## config.mk

```make
export PLATFORM = sky130hd
export DESIGN_NAME = pipelined_barrel_shifter
export DESIGN_NICKNAME = d
export VERILOG_FILES = /design/src/rtl/barrel_pkg.sv /design/src/rtl/barrel_shift_stage.sv /design/src/rtl/pipelined_barrel_shifter.sv
export SDC_FILE = /design/constraint.sdc
export NUM_CORES = 1
export LEC_CHECK = 0
export CORE_ASPECT_RATIO = 0.75
export CORE_UTILIZATION = 40
export CTS_BUF_LIST = sky130_fd_sc_hd__clkbuf_8
export DETAILED_ROUTE_END_ITERATION = 16
export PLACE_DENSITY = 0.66
export SLEW_MARGIN = 5
export SYNTH_ARGS = -nofsm -noshare
export SYNTH_HDL_FRONTEND = slang
export SYNTH_SLANG_ARGS = --single-unit
```

## constraint.sdc

```tcl
create_clock -name clk -period 1.5 [get_ports clk]
set_clock_uncertainty 0.1 [all_clocks]
set_input_delay 0.3 -clock clk [delete_from_list [all_inputs] [get_ports clk]]
set_output_delay 0.3 -clock clk [all_outputs]
set_load 0.005 [all_outputs]
```

## src/rtl/barrel_pkg.sv

```systemverilog
// Shared types and helpers for the pipelined barrel shifter.
package barrel_pkg;

  localparam int OP_W = 3;

  typedef enum logic [OP_W-1:0] {
    OP_LSL = 3'b000,
    OP_LSR = 3'b001,
    OP_ASR = 3'b010,
    OP_ROL = 3'b011,
    OP_ROR = 3'b100
  } shift_op_t;

  // Upper bound on operand width handled by bit_reverse.
  localparam int BR_MAX_W = 256;
  localparam int BR_IDX_W = $clog2(BR_MAX_W);

  // Reverses the low w bits of d into the low w bits of the result.
  function automatic logic [BR_MAX_W-1:0] bit_reverse(input logic [BR_MAX_W-1:0] d,
                                                      input int w);
    logic [BR_MAX_W-1:0] r;
    r = '0;
    for (int i = 0; i < BR_MAX_W; i++) begin
      if (i < w) r[BR_IDX_W'(i)] = d[BR_IDX_W'(w - 1 - i)];
    end
    return r;
  endfunction

endpackage

```

## src/rtl/barrel_shift_stage.sv

```systemverilog
// One registered right-shift stage of the barrel shifter (shift by 2**K when amt[K] is set).
// SHIFT_FLAGS_EN adds carry tracking through the stage.
module barrel_shift_stage
  import barrel_pkg::*;
#(
  parameter int WIDTH = 8,
  parameter int N     = 3,
  parameter int K     = 0
) (
  input  logic             clk,
  input  logic             rst_n,
  input  logic             adv,
  input  logic             in_valid,
  input  logic [WIDTH-1:0] in_data,
  input  logic [N-1:0]     in_amt,
  input  logic [OP_W-1:0]  in_op,
  input  logic             in_sign,
`ifdef SHIFT_FLAGS_EN
  input  logic             in_carry,
  output logic             carry_q,
`endif
  output logic             valid_q,
  output logic [WIDTH-1:0] data_q,
  output logic [N-1:0]     amt_q,
  output logic [OP_W-1:0]  op_q,
  output logic             sign_q
);

  localparam int SHIFT = 2 ** K;
  localparam int ROT   = SHIFT % WIDTH;

  logic             fill;
  logic             is_rot;
  logic             do_shift;
  logic [WIDTH-1:0] shr;
  logic [WIDTH-1:0] rot;
  logic [WIDTH-1:0] data_nxt;

  assign fill     = (in_op == OP_ASR) && in_sign;
  assign is_rot   = (in_op == OP_ROL) || (in_op == OP_ROR);
  assign do_shift = in_amt[K];

  // Shifts wider than the operand leave only fill bits; rotates wrap modulo WIDTH.
  for (genvar i = 0; i < WIDTH; i++) begin : g_bit
    if (i + SHIFT < WIDTH) begin : g_src
      assign shr[i] = in_data[i + SHIFT];
    end else begin : g_fill
      assign shr[i] = fill;
    end
    assign rot[i] = in_data[(i + ROT) % WIDTH];
  end

  assign data_nxt = !do_shift ? in_data : (is_rot ? rot : shr);

  always_ff @(posedge clk or negedge rst_n) begin
    if (!rst_n) begin
      valid_q <= 1'b0;
      data_q  <= '0;
      amt_q   <= '0;
      op_q    <= '0;
      sign_q  <= 1'b0;
    end else if (adv) begin
      valid_q <= in_valid;
      data_q  <= data_nxt;
      amt_q   <= in_amt;
      op_q    <= in_op;
      sign_q  <= in_sign;
    end
  end

`ifdef SHIFT_FLAGS_EN
  logic shift_out;
  logic carry_nxt;

  if (SHIFT <= WIDTH) begin : g_co_in
    assign shift_out = in_data[SHIFT - 1];
  end else begin : g_co_fill
    assign shift_out = fill;
  end

  assign carry_nxt = (do_shift && !is_rot) ? shift_out : in_carry;

  always_ff @(posedge clk or negedge rst_n) begin
    if (!rst_n) begin
      carry_q <= 1'b0;
    end else if (adv) begin
      carry_q <= carry_nxt;
    end
  end
`endif

endmodule

```

## src/rtl/pipelined_barrel_shifter.sv

```systemverilog
// N-stage pipelined barrel shifter (LSL/LSR/ASR/ROL/ROR) with valid/ready handshake.
// Define SHIFT_FLAGS_EN to add the out_zero / out_carry result flags.
module pipelined_barrel_shifter
  import barrel_pkg::*;
#(
  parameter int N     = 3,
  parameter int WIDTH = 2 ** N
) (
  input  logic             clk,
  input  logic             rst_n,
  input  logic             in_valid,
  output logic             in_ready,
  input  logic [WIDTH-1:0] in_data,
  input  logic [N-1:0]     in_amt,
  input  logic [OP_W-1:0]  in_op,
`ifdef SHIFT_FLAGS_EN
  output logic             out_zero,
  output logic             out_carry,
`endif
  output logic             out_valid,
  input  logic             out_ready,
  output logic [WIDTH-1:0] out_data
);

  logic                       adv;
  logic                       entry_left;
  logic                       entry_pass;
  logic                       exit_left;
  logic                       unused_tail;
  logic [N:0]                 valid_s;
  logic [N:0]                 sign_s;
  logic [N:0][WIDTH-1:0]      data_s;
  logic [N:0][N-1:0]          amt_s;
  logic [N:0][OP_W-1:0]       op_s;

  // The whole pipe moves together; bubbles are kept rather than squeezed out.
  assign adv      = !out_valid || out_ready;
  assign in_ready = adv;

  // Left ops run through the right-shift stages on a bit-reversed operand.
  assign entry_left = (in_op == OP_LSL) || (in_op == OP_ROL);
  assign entry_pass = in_op > OP_ROR;

  assign valid_s[0] = in_valid;
  assign data_s[0]  = entry_left ? WIDTH'(bit_reverse(BR_MAX_W'(in_data), WIDTH)) : in_data;
  assign amt_s[0]   = entry_pass ? '0 : in_amt;
  assign op_s[0]    = in_op;
  assign sign_s[0]  = in_data[WIDTH-1];

`ifdef SHIFT_FLAGS_EN
  logic [N:0] carry_s;
  assign carry_s[0] = 1'b0;
`endif

  for (genvar k = 0; k < N; k++) begin : g_stage
    barrel_shift_stage #(
      .WIDTH (WIDTH),
      .N     (N),
      .K     (k)
    ) u_stage (
      .clk      (clk),
      .rst_n    (rst_n),
      .adv      (adv),
      .in_valid (valid_s[k]),
      .in_data  (data_s[k]),
      .in_amt   (amt_s[k]),
      .in_op    (op_s[k]),
      .in_sign  (sign_s[k]),
`ifdef SHIFT_FLAGS_EN
      .in_carry (carry_s[k]),
      .carry_q  (carry_s[k+1]),
`endif
      .valid_q  (valid_s[k+1]),
      .data_q   (data_s[k+1]),
      .amt_q    (amt_s[k+1]),
      .op_q     (op_s[k+1]),
      .sign_q   (sign_s[k+1])
    );
  end

  assign exit_left = (op_s[N] == OP_LSL) || (op_s[N] == OP_ROL);
  assign out_valid = valid_s[N];
  assign out_data  = exit_left ? WIDTH'(bit_reverse(BR_MAX_W'(data_s[N]), WIDTH)) : data_s[N];

  // Amount and sign are spent once the last stage has shifted.
  assign unused_tail = ^{amt_s[N], sign_s[N]};

`ifdef SHIFT_FLAGS_EN
  // Zero flag is qualified by valid so it reads 0 out of reset.
  assign out_zero  = out_valid && (data_s[N] == '0);
  assign out_carry = carry_s[N];
`endif

endmodule
```

Yosys cells after proc, flatten, opt, wreduce, memory -nomap -nowiden
Cells that the tools add are included.
W data, S select, Z words.
{"block": "word_totals", "wordCells": 45, "ram_bits": 0, "out_inout_bits": 10, "in_bits": 18, "latch_bits": 0, "mem_count": 0, "rom_bits": 0, "ff_bits": 44}
{"block": "op_classes", "n_mux": 9, "n_addsub": 0, "order_cmp": 1, "bitwise": 0, "div_mod_pow": 0, "multipliers": 0, "shift": 0, "n_eq_ne": 10, "reduce_logical": 12}
{"op": "$mux W8", "n": 8}
{"op": "$eq A3 B2 Y1 const B", "n": 7}
{"op": "$eq A3 B3 Y1 const B", "n": 3}
{"op": "$logic_not A3 Y1", "n": 2}
{"op": "$logic_or A1 B1 Y1", "n": 6}
{"op": "$gt A3 B3 Y1 const B", "n": 1}
{"op": "$logic_and A1 B1 Y1", "n": 3}
{"op": "$mux W3", "n": 1}
{"op": "$logic_not A1 Y1", "n": 1}

Depth between registers and ports, before layout
{"block": "logic_depth", "word_depth": 5, "mapped_depth": 6, "mapped_depth_nobuf": 4}

Modules after synthesis
From an unflattened synthesis, not the netlist that was laid out.
{"block": "hier_totals", "hier_cells": 208, "hier_area_um2": 2466.1}
{"module": "barrel_shift_stage at g_stage[2].u_stage", "seq_area_each_um2": 400.4, "cells_each": 67, "instances": 1, "area_each_um2": 790.8}
{"module": "barrel_shift_stage at g_stage[0].u_stage", "seq_area_each_um2": 400.4, "cells_each": 56, "instances": 1, "area_each_um2": 714.4}
{"module": "barrel_shift_stage at g_stage[1].u_stage", "seq_area_each_um2": 400.4, "cells_each": 60, "instances": 1, "area_each_um2": 710.7}
{"module": "pipelined_barrel_shifter", "seq_area_each_um2": 0.0, "cells_each": 25, "instances": 1, "area_each_um2": 250.2}

Worst setup path before layout
No wires, ideal clock.
{"block": "synth_path", "kind": "register to output", "start": "reg g_stage[2].u_stage.op_q[0]", "end": "out out_data[0]", "arrival_time_ps": 1159, "stages_incl_launch_ff": 4, "path_slack_ps": -59, "required_ps": 1100, "cell_sequence": "dfrtp_1 > xor2_1 > nor2_2 > mux2_2"}
{"block": "synth_via", "elab_chain_len": 3, "word_cells_on_any_way": 4}
{"item": "start: declaration", "line_no": "barrel_shift_stage.sv:25", "rtl": "output logic [OP_W-1:0] op_q,"}
{"item": "start signal: assignment", "line_no": "barrel_shift_stage.sv:66", "rtl": "op_q <= in_op;"}
{"item": "$eq A3 B2 Y1 / $logic_not A3 Y1 (equally long branches)", "line_no": "pipelined_barrel_shifter.sv:81", "rtl": "assign exit_left = (op_s[N] == OP_LSL) || (op_s[N] == OP_ROL);"}
{"item": "$logic_or A1 B1 Y1 *", "line_no": "pipelined_barrel_shifter.sv:81"}
{"item": "$mux W8 *", "line_no": "pipelined_barrel_shifter.sv:83", "rtl": "assign out_data = exit_left ? WIDTH'(bit_reverse(BR_MAX_W'(data_s[N]), WIDTH)) : data_s[N];"}
{"item": "end: declaration", "line_no": "pipelined_barrel_shifter.sv:22", "rtl": "output logic [WIDTH-1:0] out_data"}
Every way passes the cells marked *; elsewhere a longest branch is shown, timed or not.

Final worst setup path
{"block": "layout_path", "start": "reg g_stage[2].u_stage.op_q[1]", "end": "out out_data[3]"}
The elaborated chain is that of the path after synthesis.

==> metrics.md <==
| Metric | Value |
|---|---|
| Status | `finished, violations left` |
| Worst slack, placed | `-0.563 ns` |
| Layout cell share with drive strength beyond 1 | `0.212` |
| CP bufs+invs | `2` |
| Crit path required time | `1.10 ns` |
| Leakage | `1.45 nW` |
| R2r worst-path depth | `5` |
| Total grt overflow | `0` |
| Post-synth EDFFs | `0` |
| Clock Path Buffers | `2` |
| Synth top cells by count | `70 x nand2_1, 41 x dfrtp_1, 33 x o21ai_0` |
| Area of the core | `5860 µm²` |
| Critical-path cell list | `xor2_2 > nor2_4 > buf_12 > mux2_4 > buf_6` |
| Wire per inst | `13.8 µm` |
| RSZ-0062 raised after global routing | `true` |
| PortBufs | `27` |
| Mapped cell area | `2450 µm²` |
| Worst Setup Path Type | `reg2out` |
| Post-route minimum period | `1.96 ns` |
| Placed wire-length estimate | `4.28 mm` |
| Syn Nets | `303` |
| Worst-path fanout max | `8` |
| WP depth | `5` |
| Failing checks | `setup timing` |
| Die area | `6460 µm²` |
| Clock Latency Late Sink | `0.30 ns` |
| Antenna-violating nets left | `0` |
| Crit. End Element | `primary output` |
| Final hold viol count | `0` |
| CTS Root Cell | `clkbuf_8` |
| Max Slew Vio Count | `0` |
| CTS H-tree depth | `2` |
| Syn-to-layout area delta | `32.1%` |
| Yosys top cell area share | `0.418` |
| PnR Total Power | `0.00509 W` |
| Sequential-to-total area share from yosys stat | `0.418` |
| VDD IR-drop max | `0.601 mV` |
| Pin count of the biggest net entering global routing | `39` |
| Max stage delay cell, worst path | `dfrtp_1` |
| Fill cells | `548` |
| Fmax | `511 MHz` |
| Initial antenna violation count | `0` |
| Period Utilization, post-route | `1.30` |
| # IOs | `28` |
| Vias in the first global route | `2102` |
| Syn Inst Count | `285` |
| Die Y | `69.8 µm` |
| Area of the multi-input gates | `1410 µm²` |
| Drt pass-1 iters | `4` |
| Final Instance Area | `3240 µm²` |
| CP delay by family, top | `flip-flops` |
| CTS tree | `done` |
| Worst EP arrival | `1.56 ns` |
| Min-Delay Path Depth | `2` |
| Routed vias | `2198` |
| # nets final | `352` |
| Pwr Density | `1570 nW/µm²` |
| Relative slew margins | `0.703` |
| Max-cap viol count | `0` |
| Endpoints failing setup | `8` |
| Row cnt | `24` |
| Yosys reg bits | `41` |
| Most used DFF post-synth | `dfrtp_1` |
| Top cells by area, synth | `dfrtp_1 42%, nand2_1 11%, o21ai_0 6.7%` |
| Biggest cell delay along the critical path | `0.41 ns` |
| Drt total wl | `5.70 mm` |
| Storage element area | `1030 µm²` |
| Total track usage | `0.194` |
| First-pass GRT wire length | `9.85 mm` |
| CTS Sinks | `41` |
| DRT iter0 DRCs | `92` |
| Synth area leader | `dfrtp_1` |
| Worst-path clk slew | `0.08 ns` |
| Placed Area | `3010 µm²` |
| Setup crit start kind | `flop` |
| Setup WS post-layout | `-0.455 ns` |
| Die X | `92.5 µm` |
| TritonCTS buffer count | `5` |
| Final Wtd Congestion | `0.877` |
| Worst min path class | `reg2reg` |
| FFs w/ async S/R, synth | `1.00` |
| Worst-Margin Slew | `0.446 ns` |
| Initial core utilization | `0.419` |
| DRC viols | `0` |
| Yosys cell types | `40` |
| Vias per cell | `5.32` |
| Synth warnings | `0` |
| Diode count | `0` |
| Syn Area/Cell | `8.61 µm²` |
| Count leader, synth | `nand2_1` |
-- logic make-up after synthesis --
logic type,synth area share
AND/OR/NAND/NOR,0.216
AO/OA/AOI/OAI,0.196
flip-flops,0.418
multiplexers,0.102
buffers and inverters,0.0443
XOR/XNOR,0.0240
-- final timing paths --
kind / start / end / slack, ns
setup reg to reg: g_stage[2].u_stage.valid_q$_DFFE_PN0P_ / g_stage[0].u_stage.data_q[4]$_DFFE_PN0P_ / 0.13
max in group asynchronous: rst_n / g_stage[2].u_stage.op_q[2]$_DFFE_PN0P_ / 0.44
hold reg to reg: g_stage[1].u_stage.valid_q$_DFFE_PN0P_ / g_stage[1].u_stage.valid_q$_DFFE_PN0P_ / 0.36
setup / recovery: g_stage[2].u_stage.op_q[1]$_DFFE_PN0P_ / out_data[3] / -0.46
hold / removal: g_stage[1].u_stage.valid_q$_DFFE_PN0P_ / g_stage[1].u_stage.valid_q$_DFFE_PN0P_ / 0.36
min in group asynchronous: rst_n / g_stage[0].u_stage.amt_q[2]$_DFFE_PN0P_ / 0.37
-- power by group --
group          total (W)  internal (W)  switching, W
combinational    0.00224       0.00133      0.000902
sequential       0.00195       0.00151      0.000443
clock           0.000903      0.000498      0.000405
-- flip-flops by register name, summed over array words and instances, names as in the netlist --
name and flops:
g_stage.u_stage.amt_q 3, g_stage.u_stage.data_q 24, g_stage.u_stage.op_q 9, g_stage.u_stage.sign_q 2, g_stage.u_stage.valid_q 3
-- through the flow --
stage                     instances  hold WS (ns)  setup TNS, ns  utilization
after global routing            413         0.404          -4.06        0.554
after CTS                       413         0.366          -3.74        0.549
final                           413         0.363          -3.59        0.554
after global placement          402         0.164         -11.22        0.513
after floorplan                 285       -0.0956         -0.134            -
after detailed placement        402         0.167         -11.84        0.513
-- cells in the final DEF, fill, tap and decap left out, types with 3 or more instances in the layout --
| cell type | netlist | final |
|---|---|---|
| nand3b_1 | 7 | 7 |
| buf_4 | 2 | 25 |
| dfrtp_1 | 41 | 41 |
| o22ai_1 | 3 | 3 |
| o211ai_1 | 3 | 3 |
| nand3_1 | 3 | 3 |
| a211oi_1 | 3 | 3 |
| dlygate4sd2_1 | 0 | 5 |
| nand2_1 | 70 | 70 |
| nor2_1 | 14 | 13 |
| nor3b_1 | 3 | 3 |
| a32oi_1 | 4 | 4 |
| mux2i_1 | 16 | 16 |
| clkbuf_8 | 0 | 5 |
| o21ai_1 | 4 | 7 |
| inv_1 | 3 | 3 |
| buf_6 | 1 | 11 |
| mux2_4 | 0 | 8 |
| o21ai_0 | 33 | 30 |
| nand2b_1 | 5 | 5 |
| a21oi_1 | 17 | 17 |
| clkdlybuf4s50_1 | 0 | 11 |
| buf_12 | 0 | 4 |
| a2bb2oi_1 | 6 | 6 |
-- final cells by class --
cell class / count / area share
clock buffer: 5 / 0.0212
clock inverter: 3 / 0.0143
inverter: 4 / 0.00540
multi-input combinational: 222 / 0.434
sequential: 41 / 0.316
tap: 78 / 0.0301
timing repair buffer: 60 / 0.178
-- layer usage --
metal	vias up	global-route usage	wire length (µm)
met3	6	0.0362	293
li1	1100	-	-
met5	-	0	0
met4	0	0.0573	56
met2	52	0.285	2470
met1	1040	0.288	2880
-- worst min-delay path: stages, from the launching register on --
cell and delay [ns]:
dfrtp_1 0.34, nand2_1 0.05, nand2_1 0.04
-- what timing repair did --
action,in CTS,in global routing
gates resized for setup,59,12
buffers inserted,2,1
hold buffers,1,0
setup endpoints to repair,18,16
hold endpoints to repair,17,0
pin swaps,6,1
Power figures use the tool's default switching activity.
